$ cat config.mk
export PLATFORM = sky130hd
export DESIGN_NAME = seg_scan_decoder
export DESIGN_NICKNAME = d
export VERILOG_FILES = /design/src/rtl/seg7_pkg.sv /design/src/rtl/seg_stale_timer.sv /design/src/rtl/seg_scan_decoder.sv
export SDC_FILE = /design/constraint.sdc
export NUM_CORES = 1
export LEC_CHECK = 0
export BUFFER_PORTS_ARGS = -buffer_cell sky130_fd_sc_hd__buf_2
export CAP_MARGIN = 20
export CELL_PAD_IN_SITES_DETAIL_PLACEMENT = 0
export CELL_PAD_IN_SITES_GLOBAL_PLACEMENT = 2
export CORE_MARGIN = 1.5
export CORE_UTILIZATION = 40
export DETAILED_ROUTE_END_ITERATION = 7
export PLACE_DENSITY = 0.84
export REMOVE_ABC_BUFFERS = 1
export SETUP_SLACK_MARGIN = 0.5
export SLEW_MARGIN = 20
export SYNTH_ARGS = -nofsm -noshare
export SYNTH_HDL_FRONTEND = slang
export SYNTH_HIERARCHICAL = 1
export SYNTH_SLANG_ARGS = --single-unit
$ cat constraint.sdc
create_clock -name clk -period 3.6 [get_ports clk]
set_clock_uncertainty 0.1 [all_clocks]
set_input_delay 0.72 -clock clk [delete_from_list [all_inputs] [get_ports clk]]
set_output_delay 0.72 -clock clk [all_outputs]
set_load 0.01 [all_outputs]
$ cat src/rtl/seg7_pkg.sv
// Shared 7-segment glyph definitions (active-low, bits 6:0 = g..a) and decode helpers.
// The display driver reuses these glyph constants, so both sides of the bus agree on encoding.
package seg7_pkg;

   localparam logic [6:0] SEG_0     = 7'h40;
   localparam logic [6:0] SEG_1     = 7'h79;
   localparam logic [6:0] SEG_2     = 7'h24;
   localparam logic [6:0] SEG_3     = 7'h30;
   localparam logic [6:0] SEG_4     = 7'h19;
   localparam logic [6:0] SEG_5     = 7'h12;
   localparam logic [6:0] SEG_6     = 7'h02;
   localparam logic [6:0] SEG_7     = 7'h78;
   localparam logic [6:0] SEG_8     = 7'h00;
   localparam logic [6:0] SEG_9     = 7'h10;
   localparam logic [6:0] SEG_BLANK = 7'h7F;

   localparam logic [3:0] BLANK_CODE = 4'hF;

   typedef enum logic [1:0] {
      ST_IDLE    = 2'd0,
      ST_SETTLE  = 2'd1,
      ST_CAPTURE = 2'd2,
      ST_HOLD    = 2'd3
   } scan_state_e;

   // Returns {legal, nibble}; illegal glyphs report nibble = BLANK_CODE.
   function automatic logic [4:0] seg7_decode(input logic [6:0] s);
      logic [4:0] r;
      case (s)
         SEG_0:     r = {1'b1, 4'h0};
         SEG_1:     r = {1'b1, 4'h1};
         SEG_2:     r = {1'b1, 4'h2};
         SEG_3:     r = {1'b1, 4'h3};
         SEG_4:     r = {1'b1, 4'h4};
         SEG_5:     r = {1'b1, 4'h5};
         SEG_6:     r = {1'b1, 4'h6};
         SEG_7:     r = {1'b1, 4'h7};
         SEG_8:     r = {1'b1, 4'h8};
         SEG_9:     r = {1'b1, 4'h9};
         SEG_BLANK: r = {1'b1, BLANK_CODE};
         default:   r = {1'b0, BLANK_CODE};
      endcase
      return r;
   endfunction

   function automatic logic an_onehot(input logic [3:0] an);
      logic r;
      case (an)
         4'b1110, 4'b1101, 4'b1011, 4'b0111: r = 1'b1;
         default:                            r = 1'b0;
      endcase
      return r;
   endfunction

   function automatic logic [1:0] an_to_pos(input logic [3:0] an);
      logic [1:0] r;
      case (an)
         4'b1110: r = 2'd0;
         4'b1101: r = 2'd1;
         4'b1011: r = 2'd2;
         4'b0111: r = 2'd3;
         default: r = 2'd0;
      endcase
      return r;
   endfunction

endpackage

$ cat src/rtl/seg_stale_timer.sv
// Per-position refresh watchdog: saturating cycle counter that drops valid when a
// position has not been recaptured within STALE_CYCLES.
module seg_stale_timer
   import seg7_pkg::*;
#(
   parameter int STALE_CYCLES = 1024
) (
   input  logic clk,
   input  logic rst,
   input  logic restart,
   input  logic set,
   output logic valid
);

   localparam int CW = $clog2(STALE_CYCLES + 1);
   localparam logic [CW-1:0] LIMIT = CW'(STALE_CYCLES);

   logic [CW-1:0] cnt_r;
   logic          valid_r;

   // Restart (capture) takes priority over expiry in the same cycle.
   always_ff @(posedge clk or posedge rst) begin
      if (rst) begin
         cnt_r   <= '0;
         valid_r <= 1'b0;
      end else if (restart) begin
         cnt_r <= '0;
         if (set) begin
            valid_r <= 1'b1;
         end
      end else if (cnt_r != LIMIT) begin
         cnt_r <= cnt_r + CW'(1);
         if (cnt_r == LIMIT - CW'(1)) begin
            valid_r <= 1'b0;
         end
      end
   end

   assign valid = valid_r;

endmodule

$ cat src/rtl/seg_scan_decoder.sv
// Receive-side decoder for the multiplexed active-low seg/an display bus.
// Optional build macro SEG_SCAN_DECODER_ERRCNT_EN adds a saturating illegal-glyph counter err_cnt.
module seg_scan_decoder
   import seg7_pkg::*;
#(
   parameter int STABLE_CYCLES = 4,
   parameter int STALE_CYCLES  = 1024
) (
   input  logic        clk,
   input  logic        rst,
   input  logic [7:0]  seg,
   input  logic [3:0]  an,
   output logic [15:0] digits,
   output logic [3:0]  dp,
   output logic [3:0]  valid,
   output logic        update,
   output logic        err
`ifdef SEG_SCAN_DECODER_ERRCNT_EN
   ,output logic [7:0] err_cnt
`endif
);

   localparam int SW = $clog2(STABLE_CYCLES + 1);
   localparam logic [SW-1:0] STAB_LAST = SW'(STABLE_CYCLES - 1);

   logic [7:0]    seg_q_r;
   logic [3:0]    an_q_r;
   scan_state_e   state_r, state_n_s;
   logic [SW-1:0] stab_cnt_r, stab_cnt_n_s;
   logic [7:0]    mem_seg_r;
   logic [3:0]    mem_an_r;
   logic          mem_load_s;
   logic          capture_s;
   logic          same_s;
   logic          onehot_s;
   logic [4:0]    dec_s;
   logic [1:0]    pos_s;
   logic [3:0]    restart_s;
   logic [3:0]    set_s;
   logic [15:0]   digits_r;
   logic [3:0]    dp_r;
   logic          update_r;
   logic          err_r;

   // Input sample registers: all decisions use these.
   always_ff @(posedge clk or posedge rst) begin
      if (rst) begin
         seg_q_r <= 8'hFF;
         an_q_r  <= 4'hF;
      end else begin
         seg_q_r <= seg;
         an_q_r  <= an;
      end
   end

   assign same_s   = ({an_q_r, seg_q_r} == {mem_an_r, mem_seg_r});
   assign onehot_s = an_onehot(an_q_r);
   assign dec_s    = seg7_decode(mem_seg_r[6:0]);
   assign pos_s    = an_to_pos(mem_an_r);

   // State, stability counter and remembered bus value.
   always_ff @(posedge clk or posedge rst) begin
      if (rst) begin
         state_r    <= ST_IDLE;
         stab_cnt_r <= '0;
         mem_seg_r  <= 8'hFF;
         mem_an_r   <= 4'hF;
      end else begin
         state_r    <= state_n_s;
         stab_cnt_r <= stab_cnt_n_s;
         if (mem_load_s) begin
            mem_seg_r <= seg_q_r;
            mem_an_r  <= an_q_r;
         end
      end
   end

   // The output write is launched on the edge that enters CAPTURE, which gives
   // STABLE_CYCLES+1 cycles from the first stable bus cycle to the outputs.
   always_comb begin
      state_n_s    = state_r;
      stab_cnt_n_s = stab_cnt_r;
      mem_load_s   = 1'b0;
      capture_s    = 1'b0;
      case (state_r)
         ST_IDLE: begin
            if (onehot_s) begin
               state_n_s    = ST_SETTLE;
               stab_cnt_n_s = SW'(1);
               mem_load_s   = 1'b1;
            end else begin
               state_n_s = ST_IDLE;
            end
         end
         ST_SETTLE, ST_HOLD: begin
            if (same_s) begin
               if (state_r == ST_HOLD) begin
                  state_n_s = ST_HOLD;
               end else if (stab_cnt_r >= STAB_LAST) begin
                  state_n_s    = ST_CAPTURE;
                  stab_cnt_n_s = SW'(STABLE_CYCLES);
                  capture_s    = 1'b1;
               end else begin
                  stab_cnt_n_s = stab_cnt_r + SW'(1);
               end
            end else if (onehot_s) begin
               state_n_s    = ST_SETTLE;
               stab_cnt_n_s = SW'(1);
               mem_load_s   = 1'b1;
            end else begin
               state_n_s    = ST_IDLE;
               stab_cnt_n_s = '0;
            end
         end
         ST_CAPTURE: begin
            state_n_s = ST_HOLD;
         end
         default: begin
            state_n_s    = ST_IDLE;
            stab_cnt_n_s = '0;
         end
      endcase
   end

   // Digit/dp storage, change pulse and sticky error.
   always_ff @(posedge clk or posedge rst) begin
      if (rst) begin
         digits_r <= 16'hFFFF;
         dp_r     <= 4'h0;
         update_r <= 1'b0;
         err_r    <= 1'b0;
      end else begin
         update_r <= 1'b0;
         if (capture_s) begin
            if (dec_s[4]) begin
               digits_r[{pos_s, 2'b00} +: 4] <= dec_s[3:0];
               dp_r[pos_s]                   <= ~mem_seg_r[7];
               update_r <= (digits_r[{pos_s, 2'b00} +: 4] != dec_s[3:0]) ||
                           (dp_r[pos_s] != ~mem_seg_r[7]);
            end else begin
               err_r <= 1'b1;
            end
         end
      end
   end

   // Per-position restart/set strobes for the stale timers.
   always_comb begin
      restart_s = 4'h0;
      set_s     = 4'h0;
      for (int i = 0; i < 4; i++) begin
         if (capture_s && (pos_s == 2'(i))) begin
            restart_s[i] = 1'b1;
            set_s[i]     = dec_s[4];
         end else begin
            restart_s[i] = 1'b0;
            set_s[i]     = 1'b0;
         end
      end
   end

   for (genvar g = 0; g < 4; g++) begin : g_stale
      seg_stale_timer #(
         .STALE_CYCLES(STALE_CYCLES)
      ) u_timer (
         .clk    (clk),
         .rst    (rst),
         .restart(restart_s[g]),
         .set    (set_s[g]),
         .valid  (valid[g])
      );
   end

`ifdef SEG_SCAN_DECODER_ERRCNT_EN
   logic [7:0] err_cnt_r;

   // Saturating count of illegal captures.
   always_ff @(posedge clk or posedge rst) begin
      if (rst) begin
         err_cnt_r <= 8'd0;
      end else if (capture_s && !dec_s[4] && (err_cnt_r != 8'd255)) begin
         err_cnt_r <= err_cnt_r + 8'd1;
      end
   end

   assign err_cnt = err_cnt_r;
`endif

   assign digits = digits_r;
   assign dp     = dp_r;
   assign update = update_r;
   assign err    = err_r;

endmodule

==> results.yml, run 1 <==
yosys:
  synth_top_area_share_pct: 26.8
  synth.avg_cell_area_um2: 10.6
  synth_edf_count: 0
  yosysUniqueCellTypes: 65
  yosysWarnings: 6
  ys_seq_elements: 99
  seq_area_frac_synth_pct: 45.8
  syn_inst: 519
  ys_top_cells_by_area: "dfrtp_1 27%, dfstp_2 19%, ha_1 3.9%"
  yosys.area.top_type: "dfrtp_1"
  synth-main-ff-cell: "dfrtp_1"
  ys_async_sr_fraction_pct: 100
  synthesis.area_um2: 5520
clock_network:
  clock-root-buffer: "clkbuf_16"
  cts_made_buffers: 9
  cts_sinks: 99
  clkLatencyLatePin_ns: 0.35
  cts_setup_buffers: 0
  cts_max_level: 3
  clkTransAtPathRegs_ns: 0.07
  cts_tree: "done"
  clk_path_buf_depth: 2
sta:
  fmax_ghz: 0.346
  relSlewSlack_pct: 45.9
  setup_violations: 0
  period_share_pct: 80.4
  drv_slew: 0
  hold_viol_final: 0
  worst_pin_slew_ns: 0.810
  layout_min_cycle_time_ns: 2.89
  rsz0062_at_grt: "false"
  finalSetupTns_ns: 0
floorplanning:
  die_width_um: 120
  io_pins: 40
  die_y_um: 120
  die-area_um2: 14500
  start_util_pct: 41.3
  coreArea_um2: 13300
  rows: 42
setup_path:
  crit_start: "mem_seg_r[4]"
  cp_data_required_time_ns: 3.79
  worst-path-max-fanout: 10
  cp_cell_sequence: "xnor2_2 > nand4_1 > or4_1 > a2111oi_4 > buf_4 > nand2_4 > inv_1 > o21ai_0 > a21bo_1"
  cp_top_family: "simple AND/OR/NAND/NOR gates"
  crit_type: "reg2reg"
  r2r_start: "mem_seg_r[4]"
  end_kind: "register"
  cp_num_buf_inv: 2
  critPathMaxStageDelay_ns: 0.70
  start_kind: "register"
  cp.arrival_ns: 3.09
  crit_path_top_delay_cell: "or4_1"
global_route:
  grt_pass1_wl_um: 20500
  grt_antenna_before_repair: 0
  grt_pass1_vias: 4126
  grt_overflow: 0
  grt_start_max_net_pins: 38
  grt_use_total_pct: 17.7
placement:
  place_area_um2: 5890
  place_hpwl_um: 8960
  numPortBuffers: 39
  place.gp.congestion: 0.839
routing:
  avgRoutedWirePerCell_um: 16.3
  viasPerCell: 5.47
  detail_route.iter0.violations: 155
  vias: 4057
  ant_nets: 0
  finalWirelength_um: 12100
  dr.pass1.iters: 4
  drc_errors: 0
cells_and_area:
  nFillCells: 1277
  layout_common_cells: "59 x dfrtp_1, 40 x dfstp_2, 39 x buf_2"
  drive_gt1_share_pct: 28.4
  final_common_cell: "dfrtp_1"
  seq_area_um2: 2530
  fin_nets: 592
  final_area_um2: 6200
  area_growth_pct: 12.4
  n_antenna_cell: 0
  multi_input_area_um2: 2750
job:
  cap_violations: 0
power:
  power.density_nw_per_um2: 441
  ir_drop_v: 0.000376
  p_leak_nw: 2.57
run_status:
  outcome: "completed"
min_path:
  hp-class: "in2async"
worst reg2reg max path: cells and delay by family, from the launching register on:
family | cells | cell delay [ns]
buffers and inverters | 2 | 0.34
AND/OR/NAND/NOR | 3 | 0.89
AO/OA/AOI/OAI | 3 | 0.70
flip-flops | 1 | 0.66
XOR/XNOR | 1 | 0.14
cell type report:
type | instances | share of cell area [%]
multi-input cells | 368 | 44.3
clock buffers | 11 | 4.07
flip-flops and latches | 99 | 40.7
repair buffers | 50 | 4.48
inverters | 33 | 2.00
well taps | 176 | 3.55
clock inverters | 5 | 0.908
through the flow:
| step | setup WS, ns | total power, W | hold WS [ns] | util, % | std cells |
|---|---|---|---|---|---|
| floorplan | 0.693 | 0.00161 | 0.392 | - | 500 |
| global placement | 0.728 | 0.00173 | 0.388 | 44.1 | 725 |
| detailed placement | 0.694 | 0.00174 | 0.374 | 44.1 | 725 |
| CTS | 0.684 | 0.00277 | 0.349 | 46.4 | 741 |
| global route | 0.536 | 0.00288 | 0.345 | 46.5 | 742 |
| finish | 0.706 | 0.00273 | 0.340 | 46.5 | 742 |
metal layers:
metal	GRT usage, %	vias up	routed length [um]
li1	-	1992	-
met1	22.9	1981	5640
met2	29.0	66	5800
met3	4.10	18	397
met4	6.54	0	229
met5	0	-	0
cells in the mapped netlist, drive strengths merged (2+ instances only):
library cell / number
dfrtp: 59
dfstp: 40
inv: 33
a21oi: 30
nand2: 27
nor2: 25
o21ai: 25
nand3: 22
xnor2: 21
ha: 17
mux2: 17
o31ai: 17
or4: 17
buf: 13
xor2: 12
nand4: 11
or3: 11
a22o: 10
nor3: 10
and2: 9
mux2i: 9
nand2b: 9
nor4: 9
o2bb2ai: 8
and4: 5
clkbuf: 5
a21bo: 4
a32oi: 4
a311oi: 3
a31o: 3
and3: 3
nand3b: 3
nor3b: 3
or3b: 3
a211oi: 2
nor2b: 2
nor4b: 2
o211ai: 2
o22ai: 2
final timing paths:
kind | end | slack [ns] | cells after the start
hold reg to reg | digits[3] | 0.40 | 1
setup reg to reg | g_stale[3].u_timer/valid | 0.71 | 9
hold / removal | g_stale[3].u_timer/cnt_r[1] | 0.34 | 2
setup / recovery | g_stale[3].u_timer/valid | 0.71 | 9
max in group asynchronous | seg_q_r[1] | 2.15 | 3
min in group clk | seg_q_r[2] | 0.36 | 1
report_power, final:
group          internal [W]  switching, W  total (W)
Clock              0.000579      0.000437    0.00102
Sequential          0.00119      0.000106    0.00130
Combinational      0.000186      0.000234   0.000419
Total               0.00196      0.000777    0.00273
flip-flops by register name, summed over array words and instances (netlist names), named ones only:
register	count
dp	4
mem_seg_r	8
update	1
err	1
mem_an_r	4
stab_cnt_r	3
an_q_r	4
g_stale.u_timer/cnt_r	44
g_stale.u_timer/valid	4
digits	16
seg_q_r	8
state_r	1
logic make-up after synthesis:
family / Yosys count / share of synthesized area [%]
muxes: 26 / 5.10
adders and majority gates: 17 / 3.85
and+or+nand+nor: 175 / 20.3
buffers and inverters: 52 / 4.49
xor gates and xnor gates: 33 / 5.51
DFF: 99 / 45.8
AOI/OAI and AO/OA: 117 / 14.9
timing repair:
item,in CTS,in global routing
endpoints found under the setup margin,0,1
gates resized for setup,0,1
hold buffers,0,0
(Power assumes the default switching activity.)
==> inputs of run 2 (changes only) <==
- clock period: 3.6 -> 2.8 ns (I/O delays scaled with it)
==> run 2 against run 1 <==
  * Hold slack worse by 0.15 ns
  * First-iteration DRC count up 2.6%
  * Count of clock-buffer cells in the layout down 2
  * Flip-flop and latch count unchanged
  * Via count up 6.6%
  * Critical path type unchanged
  * Critical endpoint is now digits[9]
  * Largest cell class unchanged
==> results.yml, run 2 (synthesized netlist as in run 1, its figures left out) <==
clock_network:
  clock-root-buffer: "clkbuf_16"
  cts_max_level: 3
  cts_made_buffers: 9
  clkTransAtPathRegs_ns: 0.07
  clk_path_buf_depth: 2
  cts_sinks: 99
  cts_tree: "done"
  clkLatencyLatePin_ns: 0.35
cells_and_area:
  final_common_cell: "dfrtp_1"
  drive_gt1_share_pct: 39.6
  layout_common_cells: "59 x dfrtp_1, 42 x buf_4, 40 x dfstp_2"
  fin_nets: 639
  area_growth_pct: 23.1
  n_antenna_cell: 0
  largest_reg_flops: 44
  final_area_um2: 6790
  regMostFlops: "g_stale.u_timer/cnt_r"
floorplanning:
  start_util_pct: 41.3
  rows: 42
  coreArea_um2: 13300
  die-area_um2: 14500
  io_pins: 40
  die_y_um: 120
  die_width_um: 120
setup_path:
  end_kind: "register"
  cp_data_required_time_ns: 2.99
  crit_type: "reg2reg"
  cp.arrival_ns: 2.68
  worst-path-max-fanout: 10
  critPathMaxStageDelay_ns: 0.60
  start_kind: "register"
  cp_cell_sequence: "xnor2_1 > nand4_1 > or4_4 > a2111oi_4 > buf_12 > buf_4 > nand2_4 > a22o_1"
  crit_path_top_delay_cell: "dfstp_2"
global_route:
  grt_pass1_vias: 4181
  grt_use_met1_pct: 22.3
  busiest_layer: "met2"
  grt_overflow: 0
  use_met2_pct: 30.8
  grt_use_total_pct: 18.1
  met3_usage_pct: 2.59
  grt_start_max_net_pins: 23
  grt_pass1_wl_um: 20600
  grt_antenna_before_repair: 0
sta:
  period_share_pct: 88.9
  hold_viol_final: 0
  worst_pin_slew_ns: 0.488
  setup_violations: 0
  rsz0062_at_grt: "true"
  layout_min_cycle_time_ns: 2.49
  fmax_ghz: 0.402
  holdWs_ns: 0.187
  drv_slew: 0
  relSlewSlack_pct: 67.2
power:
  power.density_nw_per_um2: 529
  p_leak_nw: 2.85
  ir_drop_v: 0.000382
placement:
  numPortBuffers: 39
  place_hpwl_um: 8940
  place.gp.congestion: 0.876
  place_area_um2: 6020
routing:
  dr.pass1.iters: 4
  detail_route.iter0.violations: 159
  finalWirelength_um: 12600
  avgRoutedWirePerCell_um: 16.0
  viasPerCell: 5.48
  ant_nets: 0
  vias: 4325
  drc_errors: 0
job:
  cap_violations: 0
min_path:
  hp-class: "in2async"
run_status:
  outcome: "completed"
run 2: cell count changes in the layout (fill, tap and decap cells not counted), moves of 3 or more:
cell      change
nor2_4        +3
buf_6        +12
nor2_2        +7
a21oi_2      +15
and2_1        -3
and2_4        +4
clkinv_4      +3
buf_4        +32
a21oi_1      -15
nor2_1       -10
buf_12        +4
run 2: final cells by class:
class	count	area [um^2]
Inverter	33	124
Timing Repair Buffer	97	726
Clock buffer	9	225
Tap cell	176	220
Sequential cell	99	2530
Clock inverter	7	45.0
Multi-Input combinational cell	368	2930
Fill cell	1248	6550
run 2: worst max-delay path, delay by kind of cell (launching register included):
kind | cells | cell delay, ns
xor+xnor | 1 | 0.15
buf+inv | 2 | 0.31
simple gates | 3 | 0.67
flops | 1 | 0.60
compound gates | 2 | 0.57
run 2: per-layer routing:
layer  part of all wire (%)  wire (um)  vias to the layer above
met5                      0          0                        -
met4                    3.0        375                        0
met3                    2.8        348                       27
met2                     51       6390                       78
met1                     44       5530                     2129
li1                       -          -                     2091
run 2: repair_timing:
item | 4_1_cts | 5_1_grt
hold buffers | 0 | 0
gates resized for setup | 24 | 39
buffers inserted | 20 | 13
endpoints found under the setup margin | 82 | 82
pin swaps | 6 | 7
cloned | 0 | 1
run 2: stage by stage:
stage / setup slack [ns] / utilization [%] / power, W / setup TNS [ns] / cells
floorplan: -0.107 / - / 0.00208 / -0.381 / 500
global placement: 0.131 / 45.1 / 0.00228 / 0 / 739
detailed placement: 0.114 / 45.1 / 0.00229 / 0 / 739
CTS: 0.309 / 48.9 / 0.00358 / 0 / 775
global route: 0.198 / 50.9 / 0.00378 / 0 / 789
finish: 0.310 / 50.9 / 0.00359 / 0 / 789
run 2: path summary, 6_finish.rpt:
path | from | to | slack (ns) | cells after the start
worst max-delay path | mem_seg_r[1] | digits[9] | 0.31 | 8
worst min register to register | digits[3] | digits[3] | 0.40 | 1
worst max register to register | mem_seg_r[1] | digits[9] | 0.31 | 8
min in group clk | an[2] | an_q_r[2] | 0.20 | 1
max in group asynchronous | rst | digits[14] | 1.71 | 3
worst min-delay path | rst | stab_cnt_r[1] | 0.19 | 2
run 2: power breakdown:
group | internal (W) | switching (W)
Combinational | 0.000404 | 0.000422
Sequential | 0.00153 | 0.0000832
Clock | 0.000599 | 0.000552
==> inputs of run 3 (changes only) <==
- CORE_MARGIN: 1.5 -> unset
- CORE_UTILIZATION: 40 -> 43
- PLACE_DENSITY: 0.84 -> 0.89
- clock period: 2.8 -> 3.15 ns (I/O delays scaled with it)
==> run 3 against run 2 <==
  * Total power fell by 9.9%
  * Count of clock-buffer cells in the layout did not move
  * Design area fell by 4.8%
  * Via count fell by 4.1%
  * Wire length fell by 5.7%
  * Die area fell by 8.4%
  * Final cell count fell by 3.5%
  * Global-route usage rose by 1.4 points
  * Flip-flop and latch count did not move
  * Critical path depth did not move
  * Critical path type unchanged
  * Largest cell class unchanged
==> results.yml, run 3 (synthesized netlist as in run 1, its figures left out) <==
setup_path:
  critPathMaxStageDelay_ns: 0.60
  worst-path-max-fanout: 7
  reg2regPathDepth: 8
  start_kind: "register"
  end_kind: "register"
  crit_path_top_delay_cell: "dfstp_2"
  crit_type: "reg2reg"
  cp_top_family: "simple AND/OR/NAND/NOR gates"
  cp.arrival_ns: 2.68
  cp_num_buf_inv: 1
  cp_data_required_time_ns: 3.29
  ff2ff_setup_slack_ns: 0.61
  r2r_end: "g_stale[1].u_timer/cnt_r[0]"
  cp_cell_sequence: "xnor2_2 > nand4_1 > or4_4 > nor3_1 > buf_4 > and2_1 > nor2_1 > mux2_2"
  r2r_start: "mem_seg_r[5]"
floorplanning:
  coreArea_um2: 12600
  die_y_um: 115
  io_pins: 40
  start_util_pct: 43.9
  rows: 41
  die-area_um2: 13300
  die_width_um: 115
sta:
  period_share_pct: 80.7
  fmax_ghz: 0.393
  setup_slack_ns: 0.609
  worst_pin_slew_ns: 0.626
  rsz0062_at_grt: "true"
  setup_violations: 0
  drv_slew: 0
  layout_min_cycle_time_ns: 2.54
  hold_viol_final: 0
  finalSetupTns_ns: 0
  relSlewSlack_pct: 58.0
clock_network:
  clock-root-buffer: "clkbuf_16"
  clkLatencyLatePin_ns: 0.35
  cts_made_buffers: 9
  clkTransAtPathRegs_ns: 0.07
  cts_sinks: 99
  clk_path_buf_depth: 2
  cts_max_level: 3
  cts_tree: "done"
cells_and_area:
  nFillCells: 1146
  n_antenna_cell: 0
  regMostFlops: "g_stale.u_timer/cnt_r"
  largest_reg_flops: 44
  finalNonFillerCells: 761
  area_growth_pct: 17.2
  final_area_um2: 6470
  drive_gt1_share_pct: 33.1
  fin_nets: 615
  layout_common_cells: "59 x dfrtp_1, 40 x dfstp_2, 39 x buf_2"
  multi_input_area_um2: 2830
  seq_area_um2: 2530
  final_common_cell: "dfrtp_1"
routing:
  detail_route.iter0.violations: 155
  viasPerCell: 5.45
  vias: 4147
  ant_nets: 0
  dr.pass1.iters: 5
  finalWirelength_um: 11900
  avgRoutedWirePerCell_um: 15.7
  drc_errors: 0
global_route:
  grt_use_total_pct: 19.5
  grt_start_max_net_pins: 52
  grt_overflow: 0
  grt_pass1_wl_um: 20000
  grt_pass1_vias: 4073
  grt_antenna_before_repair: 0
power:
  ir_drop_v: 0.000358
  p_leak_nw: 2.69
  p_int_w: 0.00229
  p_seq_share_pct: 44.5
  combPwrFrac_pct: 20.0
  p_total_w: 0.00324
  switching_share_pct: 29.2
  p_sw_w: 0.000944
  power.density_nw_per_um2: 500
  p_clk_share_pct: 35.5
placement:
  place_hpwl_um: 8580
  placedCellCount: 722
  numPortBuffers: 39
  place.gp.congestion: 0.828
  place_area_um2: 5890
  pre_cts_ws_ns: 0.225
run_status:
  outcome: "completed"
job:
  cap_violations: 0
min_path:
  hp-class: "in2async"
## run 3: changes by cell type in the layout (fill, tap and decap cells not counted), moves of 4 or more
cell	delta
a21oi_2	-15
a21oi_1	+15
nor2_1	+7
buf_4	-11
buf_6	-11
nor2_2	-4
## run 3: timing repair
| item | CTS | global route |
|---|---|---|
| cloned | 0 | 0 |
| hold buffers | 0 | 0 |
| pin swaps | 1 | 8 |
| endpoints found under the hold margin | 0 | 0 |
| setup endpoints to repair | 56 | 35 |
| buffers inserted | 12 | 11 |
| resized for setup | 4 | 21 |
## run 3: worst max path at each step
stage,start,to,cells past startpoint
floorplan,mem_seg_r[4],g_stale[0].u_timer/valid,7
global placement,mem_seg_r[2],digits[2],7
detailed placement,mem_seg_r[4],digits[2],7
CTS,mem_an_r[0],g_stale[1].u_timer/valid,8
global route,mem_seg_r[4],g_stale[1].u_timer/valid,8
finish,mem_seg_r[5],g_stale[1].u_timer/cnt_r[0],8
## run 3: area by class of cell
cell class                      instances  area share, %
Timing Repair Buffer                   73           7.18
Clock inverter                          7           1.28
Inverter                               33           1.92
Sequential cell                        99           39.1
Tap cell                              172           3.33
Clock buffer                            9           3.48
Multi-Input combinational cell        368           43.7
## run 3: per-stage QoR
stage,util (%),hold slack (ns)
final,51.5,0.250
after global routing,51.5,0.248
after CTS,50.3,0.253
after detailed placement,46.8,0.391
after global placement,46.8,0.388
after floorplan,-,0.392
## run 3: metal layers
metal	share of wire, %	up-vias	routed length [um]	GRT usage [%]
li1	-	2031	-	-
met3	3.0	13	356	5.01
met5	0	-	0	0
met1	45	2049	5360	24.5
met2	51	54	6070	33.0
met4	1.2	0	144	6.06
## run 3: power by group through the flow
stage	logic [W]	clock network, W	registers, W
3_5_place_dp	0.000480	0	0.00150
3_3_place_gp	0.000477	0	0.00150
6_report	0.000646	0.00115	0.00144
2_1_floorplan	0.000373	0	0.00147
4_1_cts	0.000574	0.00119	0.00145
5_1_grt	0.000708	0.00123	0.00145
